File: config.mk
export PLATFORM = sky130hd
export DESIGN_NAME = bv_tcam_rule_writer
export DESIGN_NICKNAME = d
export VERILOG_FILES = /design/src/rtl/bv_tcam_rule_writer.sv
export SDC_FILE = /design/constraint.sdc
export NUM_CORES = 1
export LEC_CHECK = 0
export BUFFER_PORTS_ARGS = -buffer_cell sky130_fd_sc_hd__clkbuf_2
export CAP_MARGIN = 20
export CORE_AREA = 2 2 174 176
export CTS_BUF_LIST = sky130_fd_sc_hd__clkbuf_4 sky130_fd_sc_hd__clkbuf_8
export DETAILED_ROUTE_END_ITERATION = 8
export DIE_AREA = 0 0 176 178
export PLACE_DENSITY = 0.85
export SYNTH_ARGS = -nofsm -noshare
export SYNTH_HDL_FRONTEND = slang
export SYNTH_SLANG_ARGS = --single-unit
export TNS_END_PERCENT = 20
File: constraint.sdc
create_clock -name clk -period 10 [get_ports clk]
set_input_delay 0.5 -clock clk [delete_from_list [all_inputs] [get_ports clk]]
set_output_delay 0.5 -clock clk [all_outputs]
set_load 0.01 [all_outputs]
File: src/rtl/bv_tcam_rule_writer.sv
// Rule writer for the bit-vector TCAM: walks every BV SRAM word of one mode region
// and read-modify-writes bit idx according to the ternary rule match.
module bv_tcam_rule_writer #(
    parameter int unsigned STRIDE       = 4,
    parameter int unsigned MODE_WIDTH   = 2,
    parameter int unsigned RESULT_WIDTH = 32,
    parameter int unsigned SRAM_NUM     = 32,
    parameter int unsigned IDX_W        = $clog2(RESULT_WIDTH)
) (
    input  logic                         clk,
    input  logic                         rst,
    input  logic                         cfg_val,
    output logic                         cfg_ready,
    input  logic                         cfg_op,
    input  logic [IDX_W-1:0]             cfg_rule_idx,
    input  logic [MODE_WIDTH-1:0]        cfg_mode,
    input  logic [STRIDE*SRAM_NUM-1:0]   cfg_value,
    input  logic [STRIDE*SRAM_NUM-1:0]   cfg_mask,
    output logic [7:0]                   sram_sel,
    output logic [STRIDE+MODE_WIDTH-1:0] config_addr,
    output logic                         rd_en,
    input  logic [RESULT_WIDTH-1:0]      rd_data,
    output logic                         config_en,
    output logic [RESULT_WIDTH-1:0]      config_i,
    output logic                         done
);

    localparam int unsigned KEY_W  = STRIDE * SRAM_NUM;
    localparam int unsigned ADDR_W = STRIDE + MODE_WIDTH;

    typedef enum logic [2:0] {S_IDLE, S_RD, S_CAP, S_WR, S_FIN} state_t;

    state_t                  state, state_nxt;
    logic                    op_q, op_nxt;
    logic [IDX_W-1:0]        idx_q, idx_nxt;
    logic [MODE_WIDTH-1:0]   mode_q, mode_nxt;
    logic [KEY_W-1:0]        value_q, value_nxt, mask_q, mask_nxt;
    logic                    ready_nxt, rd_en_nxt, config_en_nxt, done_nxt;
    logic [7:0]              sel_nxt;
    logic [ADDR_W-1:0]       addr_nxt;
    logic [RESULT_WIDTH-1:0] data_nxt;

    logic [STRIDE-1:0]       nib;
    logic [STRIDE-1:0]       val_chunk, mask_chunk;
    logic                    match;
    logic                    accept;
    logic                    last_entry;
    logic [RESULT_WIDTH-1:0] merged;

    assign nib        = config_addr[STRIDE-1:0];
    assign val_chunk  = value_q[int'(sram_sel) * int'(STRIDE) +: STRIDE];
    assign mask_chunk = mask_q[int'(sram_sel) * int'(STRIDE) +: STRIDE];
    assign match      = ((nib ^ val_chunk) & mask_chunk) == '0;
    assign accept     = cfg_val & cfg_ready;
    assign last_entry = (sram_sel == 8'(SRAM_NUM - 1)) && (&nib);
    // Only bit idx changes; it is set solely for an insert whose key matches this entry.
    assign merged     = (rd_data & ~(RESULT_WIDTH'(1) << idx_q))
                      | (RESULT_WIDTH'(op_q & match) << idx_q);

    always_comb begin
        state_nxt     = state;
        op_nxt        = op_q;
        idx_nxt       = idx_q;
        mode_nxt      = mode_q;
        value_nxt     = value_q;
        mask_nxt      = mask_q;
        ready_nxt     = cfg_ready;
        rd_en_nxt     = 1'b0;
        config_en_nxt = 1'b0;
        done_nxt      = 1'b0;
        sel_nxt       = sram_sel;
        addr_nxt      = config_addr;
        data_nxt      = config_i;
        case (state)
            S_IDLE, S_FIN: begin
                if (accept) begin
                    op_nxt    = cfg_op;
                    idx_nxt   = cfg_rule_idx;
                    mode_nxt  = cfg_mode;
                    value_nxt = cfg_value;
                    mask_nxt  = cfg_mask;
                    sel_nxt   = 8'd0;
                    addr_nxt  = {cfg_mode, STRIDE'(0)};
                    ready_nxt = 1'b0;
                    rd_en_nxt = 1'b1;
                    state_nxt = S_RD;
                end else begin
                    ready_nxt = 1'b1;
                    state_nxt = S_IDLE;
                end
            end
            S_RD: state_nxt = S_CAP;
            S_CAP: begin
                data_nxt      = merged;
                config_en_nxt = 1'b1;
                state_nxt     = S_WR;
            end
            S_WR: begin
                if (last_entry) begin
                    done_nxt  = 1'b1;
                    ready_nxt = 1'b1;
                    state_nxt = S_FIN;
                end else begin
                    if (&nib) begin
                        sel_nxt  = sram_sel + 8'd1;
                        addr_nxt = {mode_q, STRIDE'(0)};
                    end else begin
                        addr_nxt = {mode_q, nib + STRIDE'(1)};
                    end
                    rd_en_nxt = 1'b1;
                    state_nxt = S_RD;
                end
            end
            default: state_nxt = S_IDLE;
        endcase
    end

    always_ff @(posedge clk or posedge rst) begin
        if (rst) begin
            state       <= S_IDLE;
            op_q        <= 1'b0;
            idx_q       <= '0;
            mode_q      <= '0;
            value_q     <= '0;
            mask_q      <= '0;
            cfg_ready   <= 1'b1;
            rd_en       <= 1'b0;
            config_en   <= 1'b0;
            done        <= 1'b0;
            sram_sel    <= '0;
            config_addr <= '0;
            config_i    <= '0;
        end else begin
            state       <= state_nxt;
            op_q        <= op_nxt;
            idx_q       <= idx_nxt;
            mode_q      <= mode_nxt;
            value_q     <= value_nxt;
            mask_q      <= mask_nxt;
            cfg_ready   <= ready_nxt;
            rd_en       <= rd_en_nxt;
            config_en   <= config_en_nxt;
            done        <= done_nxt;
            sram_sel    <= sel_nxt;
            config_addr <= addr_nxt;
            config_i    <= data_nxt;
        end
    end

endmodule

==> results of run 1 <==
[per-layer routing]
layer  vias to the layer above  part of all wire [%]  wire, µm  GRT usage (%)
li1                       4850                     -         -              -
met1                      5389                    40     15600           31.9
met2                       459                    48     18600           41.6
met3                        83                   8.4      3260           6.95
met4                         2                   3.0      1160           8.30
met5                         -                 0.041        16              0
[how the worst max path moves through the flow]
stage                      startpoint        endpoint  slack, ns  cells past startpoint
after global placement    sram_sel[0]    config_i[23]       5.74                     10
after global routing      sram_sel[0]    config_i[23]       5.35                     10
after floorplan                   rst  config_addr[0]       0.73                      1
final                     sram_sel[0]    config_i[23]       5.59                     10
after CTS                 sram_sel[0]    config_i[23]       5.61                     10
after detailed placement  sram_sel[0]    config_i[23]       5.63                     10
[cell usage after synthesis, types with 2 or more instances]
library cell,count,area (µm²)
a21oi_1,3,15.0
a311oi_1,6,52.6
a31oi_1,2,12.5
a32oi_1,4,35.0
and2_1,2,12.5
and3_1,5,31.3
and3b_1,5,43.8
and4_1,2,17.5
buf_1,2,7.51
buf_2,23,115
buf_4,4,30.0
buf_6,7,78.8
clkbuf_1,50,188
dfrtp_1,316,7910
ha_1,2,25.0
inv_1,13,48.8
mux2_2,258,2910
mux2i_1,40,400
mux4_2,37,833
nand2_1,60,225
nand2b_1,4,25.0
nand3_1,22,110
nand3b_1,7,52.6
nand3b_2,3,33.8
nand4_1,2,12.5
nor2_1,58,218
nor2b_1,3,18.8
nor3_1,2,10.0
nor3b_1,3,22.5
nor4_1,33,206
o2111ai_1,2,17.5
o211ai_1,7,52.6
o21ai_0,45,225
o21ai_1,36,180
o22ai_1,6,37.5
o311ai_0,2,17.5
o31ai_1,4,30.0
o32ai_1,4,35.0
xnor2_1,12,105
xor2_1,33,289
[cells in the final DEF (no fill, tap or decap), types with 3 or more instances in the layout]
cell type  instances
clkbuf_2         348
dfrtp_1          313
mux2_2           258
clkbuf_8          70
nand2_1           60
nor2_1            58
o21ai_0           45
mux2i_1           40
mux4_2            37
o21ai_1           36
xor2_1            33
nor4_1            33
nand3_1           22
clkbuf_4          14
inv_1             12
xnor2_1           12
clkinv_2          10
nand3b_1           7
o211ai_1           7
buf_4              7
o22ai_1            6
a311oi_1           6
and3b_1            5
nand2b_1           4
and3_1             4
o32ai_1            4
a32oi_1            4
o31ai_1            4
nor2b_1            3
nor3b_1            3
a21oi_1            3
nand3b_2           3
bufinv_16          3
[logic make-up (layout without fill, tap and decap cells)]
logic type	count (synthesis)	after routing	share of synthesized area [%]
other	0	2	0
muxes	337	337	28.1
adders and majority gates	2	2	0.168
DFF	317	317	53.3
AOI/OAI and AO/OA	128	128	5.34
xor gates and xnor gates	45	45	2.65
and+or+nand+nor	217	217	7.32
buffers and inverters	100	471	3.18
[power by group through the flow]
stage | sequential [mW] | clock [mW] | combinational (mW)
after global placement | 2.37 | 0 | 2.08
final | 2.38 | 1.30 | 2.19
after detailed placement | 2.41 | 0 | 2.16
after floorplan | 2.22 | 0 | 1.76
after global routing | 2.46 | 1.38 | 2.39
after CTS | 2.39 | 1.32 | 2.18
[critical path, cell delays in order, from the launching register on]
cell and delay, ns:
dfrtp_4 0.92, buf_4 0.76, mux4_1 0.65, mux4_2 0.49
xor2_1 0.16, nand2_2 0.09, o41ai_2 0.09, a2111oi_4 0.35
buf_4 0.42, nor4_1 0.13, o21ai_1 0.19
[flip-flops by register name, indices dropped and copies added, names as in the netlist]
register,flops
value_q,128
rd_en,1
config_en,1
mask_q,128
done,1
config_addr,6
config_i,32
state,3
op_q,1
cfg_ready,1
mode_q,2
idx_q,5
sram_sel,8
[through the flow]
| step | instances | worst slack (ns) | utilization [%] | hold WS [ns] |
|---|---|---|---|---|
| after floorplan | 1146 | 0.730 | - | 0.436 |
| after global placement | 1805 | 5.74 | 57.1 | 0.444 |
| after detailed placement | 1806 | 5.63 | 57.1 | 0.458 |
| after CTS | 1906 | 5.61 | 61.4 | 0.103 |
| after global routing | 1908 | 5.35 | 61.5 | 0.0998 |
| final | 1909 | 5.59 | 61.5 | 0.0398 |
[area by class of cell]
type | count | area share (%)
flip-flops and latches | 317 | 43.9
well taps | 390 | 2.70
diodes | 2 | 0.0277
clock inverters | 16 | 0.976
multi-input cells | 729 | 35.9
inverters | 13 | 0.311
clock buffers | 84 | 5.91
repair buffers | 358 | 10.3
==> results.md, run 1 <==
- Reg2reg start: sram_sel[0]
- Maxcap violations: 0
- Pint: 3.85 mW
- Clock Latency Late Sink: about 0.59 ns
- Fillers: about 2.2k
- Asr flop ratio synth: 100%
- CP Max Fanout: 68
- Tot Pwr: a little under 6 mW
- GRT Total Usage: 25.0%
- Register area: roughly 0.0079 mm²
- Largest net degree at the start of global routing: 191
- Clock buffer depth: 3
- Via count: roughly 11k
- Power density over cell area: about 320 mW/mm²
- Post-synthesis cell count: 1146
- Final instance area: ~0.018 mm²
- Comb pwr share: ~37%
- Slew Viols, Final: 0
- Clk network pwr share: between 20 and 25%
- Initial Util: 50.6%
- Final-report setup violation count: 0
- Initial antenna violation count: 3
- Period utilization: 44.1%
- #FFs+latches synth: roughly 320
- Global-route wire length before repair: between 60000 and 70000 µm
- Req. time, crit path: about 10 ns
- Post-synth top flop: dfrtp_1
- Sink Count: between 300 and 400
- Die area: around 0.031 mm²
- Sequential power share: between 40% and 50%
- # IOs: between 300 and 400
- Worst r2r dst: config_i[23]
- Crit Path Class: reg2reg
- Leakage: between 8 and 9 nW
- Sw Ratio: roughly 34%
- Hold Violations, Final: 0
- Hold_buf cts: 0
- Layout Nets: ~1.8k
- Post-route ant nets: 0
- Post-synthesis sequential area ratio: 53.3%
- Post-CTS resize count: 0
- Post-synth EDFFs: 0
- Chip Width: about 180 µm
- Mapped Avg Cell Area: roughly 13 µm²
- Core area: between 0.02 and 0.03 mm²
- Final GP Congestion: between 0.8 and 0.9
- Crit end category: flop
- Placed cell area: approximately 0.017 mm²
- Root Buffer Master: clkbuf_8
- Final min period: approximately 4.4 ns
- Number of global-route vias before repair: roughly 11k
- R2R setup slack: 5.59 ns
- H-tree levels: 2
- Post-DP HPWL: approximately 27000 µm
- Status: finished clean
- Post-CTS Setup Bufs: 0
- Port bufs: 348
- Fmax achieved: 227 MHz
- Layout cells sized above 1: between 50% and 60%
- Synth Cell Area: 0.0149 mm²
- 1st-pass router iterations: 8
- Syn nets: 1447
- Slew of the pin with the lowest slew margin: 1.04 ns
- Reg clk slew, reported paths: approximately 0.060 ns
- Synth warn: 0
- Std cell rows: 63
- Yosys cell types: 57
- Sum of negative setup slack: 0 ns
- Net load switching power: around 2.0 mW
- Via density: between 5 and 6
- RSZ-0062 raised after global routing: no
- Crit start category: flop
- Iter 0 DRT Violations: between 600 and 700
- Die extent in y: approximately 180 µm
- Total CTS buffers: 53
- Slew HR: between 30 and 40%
- Worst min-delay path category: in2async
- Routed wire length per instance: about 20 µm
- Total grt overflow: 0
- Final WL: 38600 µm
- Drc violations: 0
- Synthesis-to-layout area growth: 21.4%
- Area of the multi-input gates: between 0.006 and 0.007 mm²
- R2R cell count: 10
- CTS tree: built
- Worst EP arrival: roughly 4.9 ns
- Clk_skew: about 0.024 ns
- Largest vdd supply drop: roughly 180 µV
No activity file was read; power rests on OpenSTA's default activity.
==> run 2: changes to the inputs <==
- CORE_AREA: 2 2 174 176 -> 2 2 168 170
- DIE_AREA: 0 0 176 178 -> 0 0 170 172
- PLACE_DENSITY: 0.85 -> 0.87
- clock period: 10 -> 4.16 ns (I/O delays scaled with it)
==> results.md, run 2 (synthesized netlist as in run 1, its figures left out) <==
- Global-route wire length before repair: roughly 80000 µm
- Period utilization: 92.4%
- Slew HR: 26.4%
- Maxcap violations: 0
- Routed wire length per instance: roughly 25 µm
- Drc violations: 0
- Chip Width: 170 µm
- Synthesis-to-layout area growth: 41.0%
- Std cell rows: a little over 60
- Die extent in y: approximately 170 µm
- RSZ-0062 raised after global routing: no
- Sw Ratio: approximately 38%
- Post-CTS Setup Bufs: 0
- Sink Count: about 320
- R2R cell count: 9
- GRT Total Usage: a little over a third
- Net load switching power: 5.66 mW
- Most common cell after layout, fill and taps aside: clkbuf_2
- Die area: ~0.03 mm²
- Worst r2r dst: config_i[6]
- Total grt overflow: 0
- Util after Layout: 76.4%
- Clock buffer depth: 3
- H-tree levels: 2
- Fmax achieved: 260 MHz
- R2R setup slack: between 0.3 and 0.4 ns
- Largest net degree at the start of global routing: between 150 and 200
- Layout Nets: between 2k and 2.5k
- Max stage delay on crit path: 0.78 ns
- # IOs: around 350
- Hold Startpoint: cfg_val
- Clock Latency Late Sink: approximately 0.60 ns
- Total CTS buffers: 51
- Comb pwr share: 39.4%
- Hold Violations, Final: 0
- Via density: about 6.0
- Sum of negative setup slack: 0 ns
- Number of global-route vias before repair: about 14k
- Final-report setup violation count: 0
- Req. time, crit path: 4.61 ns
- Clk_skew: slightly above 0.04 ns
- Iter 0 DRT Violations: about 1.4k
- Final min period: 3.84 ns
- Register area: ~0.0079 mm²
- Root Buffer Master: clkbuf_8
- Largest vdd supply drop: 425 µV
- Critical-path top delay cell: dfrtp_4
- Clk network pwr share: 20.6%
- Final instance area: roughly 0.021 mm²
- Slew of the pin with the lowest slew margin: approximately 1.1 ns
- Via count: between 10k and 15k
- Worst EP arrival: ~4.3 ns
- Largest registers: mask_q x128, value_q x128, config_i x32
- Leakage: slightly above 9 nW
- Power density over cell area: about 700 mW/mm²
- 1st-pass router iterations: 5
- Worst path most repeated cell: o21ai_1
- Worst min-delay path category: in2reg
- Crit Path Class: reg2reg
- Area of the multi-input gates: ~0.0065 mm²
- Post-route insts no fill: 2166
- Post-route ant nets: 0
- Crit end category: flop
- Slew Viols, Final: 0
- Worst min-delay path endpoint: mode_q[1]
- Critical Path, Cell by Cell: buf_4 -> mux4_2 -> mux2i_1 -> xor2_1 -> o22ai_1 -> o21ai_1 -> a31o_2 -> nor4_1 -> o21ai_1
- Initial Util: 54.2%
- CP Max Fanout: 32
- Crit start category: flop
- CTS tree: built
- Pint: 9.37 mW
- Core area: 0.0275 mm²
- Port bufs: 348
- Placed cell area: approximately 0.017 mm²
- Final WL: 53400 µm
- Commonest non-fill, non-tap cells in the layout: clkbuf_2 (348), dfrtp_1 (313), dlygate4sd3_1 (297), mux2_2 (258), clkbuf_8 (66)
- Worst Hold Depth: 3
- Status: finished clean
- Fillers: 1519
- Layout cells sized above 1: 42.5%
- Initial antenna violation count: 2
- Reg2reg start: sram_sel[0]
- Reg clk slew, reported paths: about 0.070 ns
- Final GP Congestion: 0.848
- Sequential power share: 40.0%
- Post-DP HPWL: ~28000 µm
- # placed instances: between 1.5k and 2k
run 2: changes by cell type in the layout (fill, tap and decap cells not counted), sizes merged:
| cell | before | now |
|---|---|---|
| inv | 15 | 13 |
| clkinv | 11 | 7 |
| clkinvlp | 0 | 3 |
| bufinv | 3 | 2 |
| buf | 10 | 18 |
| dlygate4sd3 | 0 | 297 |
run 2: cell type report:
cell class                      count  share of cell area [%]
Clock inverter                     12                   0.602
Antenna cell                        2                  0.0238
Tap cell                          346                    2.06
Sequential cell                   317                    37.8
Clock buffer                       84                    4.97
Timing Repair Buffer              663                    23.3
Inverter                           13                   0.250
Multi-Input combinational cell    729                    30.9
run 2: stage by stage:
stage               power (mW)  setup slack, ns  hold WS (ns)
finish                    15.0            0.317         0.232
detailed placement        11.1            0.598         0.424
global placement          10.8            0.825         0.416
global route              15.6            0.191         0.210
CTS                       14.4            0.565         0.201
floorplan                 9.57           -0.272         0.325
run 2: per-layer routing:
| layer | global-route usage [%] | part of all wire (%) |
|---|---|---|
| met1 | 40.8 | 34 |
| met3 | 8.19 | 8.5 |
| met2 | 64.7 | 51 |
| met5 | 0 | 0 |
| met4 | 20.8 | 6.6 |
run 2: how the worst max path moves through the flow:
| stage | endpoint | start | depth (start not counted) | slack (ns) |
|---|---|---|---|---|
| CTS | config_i[6] | sram_sel[0] | 9 | 0.56 |
| floorplan | config_addr[0] | rst | 1 | -0.27 |
| global placement | config_i[23] | sram_sel[0] | 9 | 0.82 |
| finish | config_i[6] | sram_sel[0] | 9 | 0.32 |
| detailed placement | config_i[6] | sram_sel[0] | 9 | 0.60 |
| global route | config_i[5] | sram_sel[0] | 9 | 0.19 |
run 2: worst max-delay path, delay by kind of cell (launching register included):
family	cells	cell delay [ns]
flops	1	0.78
simple gates	1	0.47
compound gates	4	1.01
buf+inv	1	0.43
mux	2	0.82
xor+xnor	1	0.14
run 2: power by group through the flow:
stage	Clock, mW	Combinational (mW)	Sequential (mW)
final	3.09	5.92	6.02
after global routing	3.24	6.29	6.12
after CTS	3.04	5.54	5.77
after detailed placement	0	5.28	5.81
after global placement	0	5.08	5.72
after floorplan	0	4.23	5.34
run 2: timing repair:
item	CTS	global route
endpoints found under the hold margin	332	0
hold buffers	297	0
resized for setup	0	0
==> run 3: changes to the inputs <==
- CORE_AREA: 2 2 168 170 -> 2 2 154 186
- DIE_AREA: 0 0 170 172 -> 0 0 156 188
- PLACE_DENSITY: 0.87 -> 0.86
==> results.md, run 3 (synthesized netlist as in run 1, its figures left out) <==
- Hold_ws: around 0.071 ns
- Commonest non-fill, non-tap cells in the layout: clkbuf_2 (348), dfrtp_1 (313), dlygate4sd3_1 (297), mux2_2 (258), clkbuf_8 (64)
- Final min period: roughly 4 ns
- Final GP Congestion: around 0.84
- Die extent in y: between 150 and 200 µm
- Layout Nets: between 2k and 2.5k
- Clock buffer depth: 3
- Crit end category: flop
- Hold Violations, Final: 0
- Drc violations: 0
- Via count: between 10k and 15k
- Number of global-route vias before repair: roughly 14k
- Post-route ant nets: 0
- Global-route wire length before repair: 81700 µm
- Port bufs: 348
- Power density over cell area: around 700 mW/mm²
- CP Max Fanout: 45
- Largest registers: mask_q x128, value_q x128, config_i x32
- Chip Width: 156 µm
- Synthesis-to-layout area growth: 40.5%
- Largest net degree at the start of global routing: about 160
- Fmax achieved: 254 MHz
- Via density: around 6.0
- Largest vdd supply drop: ~430 µV
- Area of the multi-input gates: around 0.0065 mm²
- Crit start category: flop
- Clk_skew: around 0.026 ns
- Status: finished clean
- Period utilization: about 95%
- Fillers: 1561
- # IOs: between 300 and 400
- Initial antenna violation count: 11
- Crit Path Class: reg2reg
- Most common cell after layout, fill and taps aside: clkbuf_2
- Post-DP HPWL: around 28000 µm
- 1st-pass router iterations: 5
- Total grt overflow: 0
- R2R cell count: 10
- Die area: approximately 0.029 mm²
- Req. time, crit path: approximately 4.6 ns
- Initial Util: around 54%
- Slew of the pin with the lowest slew margin: 0.942 ns
- Root Buffer Master: clkbuf_8
- Total CTS buffers: 49
- Worst EP arrival: approximately 4.4 ns
- GRT Total Usage: a little under two fifths
- Sink Count: around 320
- Final-report setup violation count: 0
- Maxcap violations: 0
- Tot Pwr: approximately 15 mW
- Final WL: around 54000 µm
- Core area: around 0.028 mm²
- Register area: 0.00794 mm²
- Layout cells sized above 1: 42.1%
- Worst min-delay path category: in2async
- Post-CTS Setup Bufs: 0
- H-tree levels: 2
- CTS tree: built
- Clock Latency Late Sink: 0.60 ns
- RSZ-0062 raised after global routing: no
- Slew HR: between 30% and 40%
- Iter 0 DRT Violations: approximately 1.3k
- Routed wire length per instance: around 25 µm
- Std cell rows: 67
- Slew Viols, Final: 0
- Leakage: a little over 9 nW
- Reg clk slew, reported paths: ~0.07 ns
==> run 3: cell count changes in the layout (fill, tap and decap cells not counted), sizes merged <==
cell,before,now
inv,13,12
clkinv,7,3
clkbuf,432,426
bufinv,2,1
diode,2,9
==> run 3: path summary, 6_finish.rpt <==
kind	end	slack [ns]	startpoint
max in group asynchronous	value_q[112]	3.00	rst
hold reg to reg	state[1]	0.49	state[2]
setup reg to reg	config_i[10]	0.22	sram_sel[0]
setup / recovery	config_i[10]	0.22	sram_sel[0]
hold / removal	mask_q[114]	0.07	rst
min in group clk	config_addr[2]	0.21	cfg_val
==> run 3: power breakdown <==
group          internal, mW  switching [mW]  leakage [nW]
Combinational          3.04            2.94          4.91
Clock                  1.56            1.35         0.551
Sequential             4.63            1.39          3.81
==> run 3: layer usage <==
metal	GRT usage (%)	part of all wire, %
met2	63.6	51
met3	9.01	7.5
met5	0	0.024
met1	38.7	33
met4	29.3	8.6
==> run 3: stage by stage <==
step                setup TNS [ns]  setup slack [ns]  util (%)  instances  cell area [µm²]
finish                           0             0.219      75.8       2160            20900
floorplan                   -85.96            -0.272         -       1146            14900
detailed placement               0             0.659      61.2       1770            16900
global route                     0            0.0782      75.8       2159            20900
global placement                 0             0.750      61.1       1769            16900
CTS                              0             0.648      75.7       2151            20900
==> run 3: area by class of cell <==
| cell class | instances | share of cell area, % |
|---|---|---|
| sequential | 317 | 38.0 |
| multi-input combinational | 729 | 31.0 |
| timing repair buffer | 663 | 23.6 |
| clock buffer | 78 | 4.72 |
| tap | 345 | 2.06 |
| clock inverter | 6 | 0.287 |
| inverter | 13 | 0.251 |
| antenna | 9 | 0.108 |
==> run 3: worst max-delay path, stage by stage (launching register included) <==
cell	delay, ns
dfrtp_4	0.82
buf_12	0.36
buf_4	0.27
mux2i_1	0.36
nand3_1	0.18
and4_1	0.24
nor3_1	0.24
o22ai_1	0.13
a31o_2	0.48
nor4_1	0.51
o21ai_1	0.15
==> run 3: repair_timing <==
item	CTS	global route
resized for setup	0	0
endpoints found under the hold margin	450	0
hold buffers	297	0
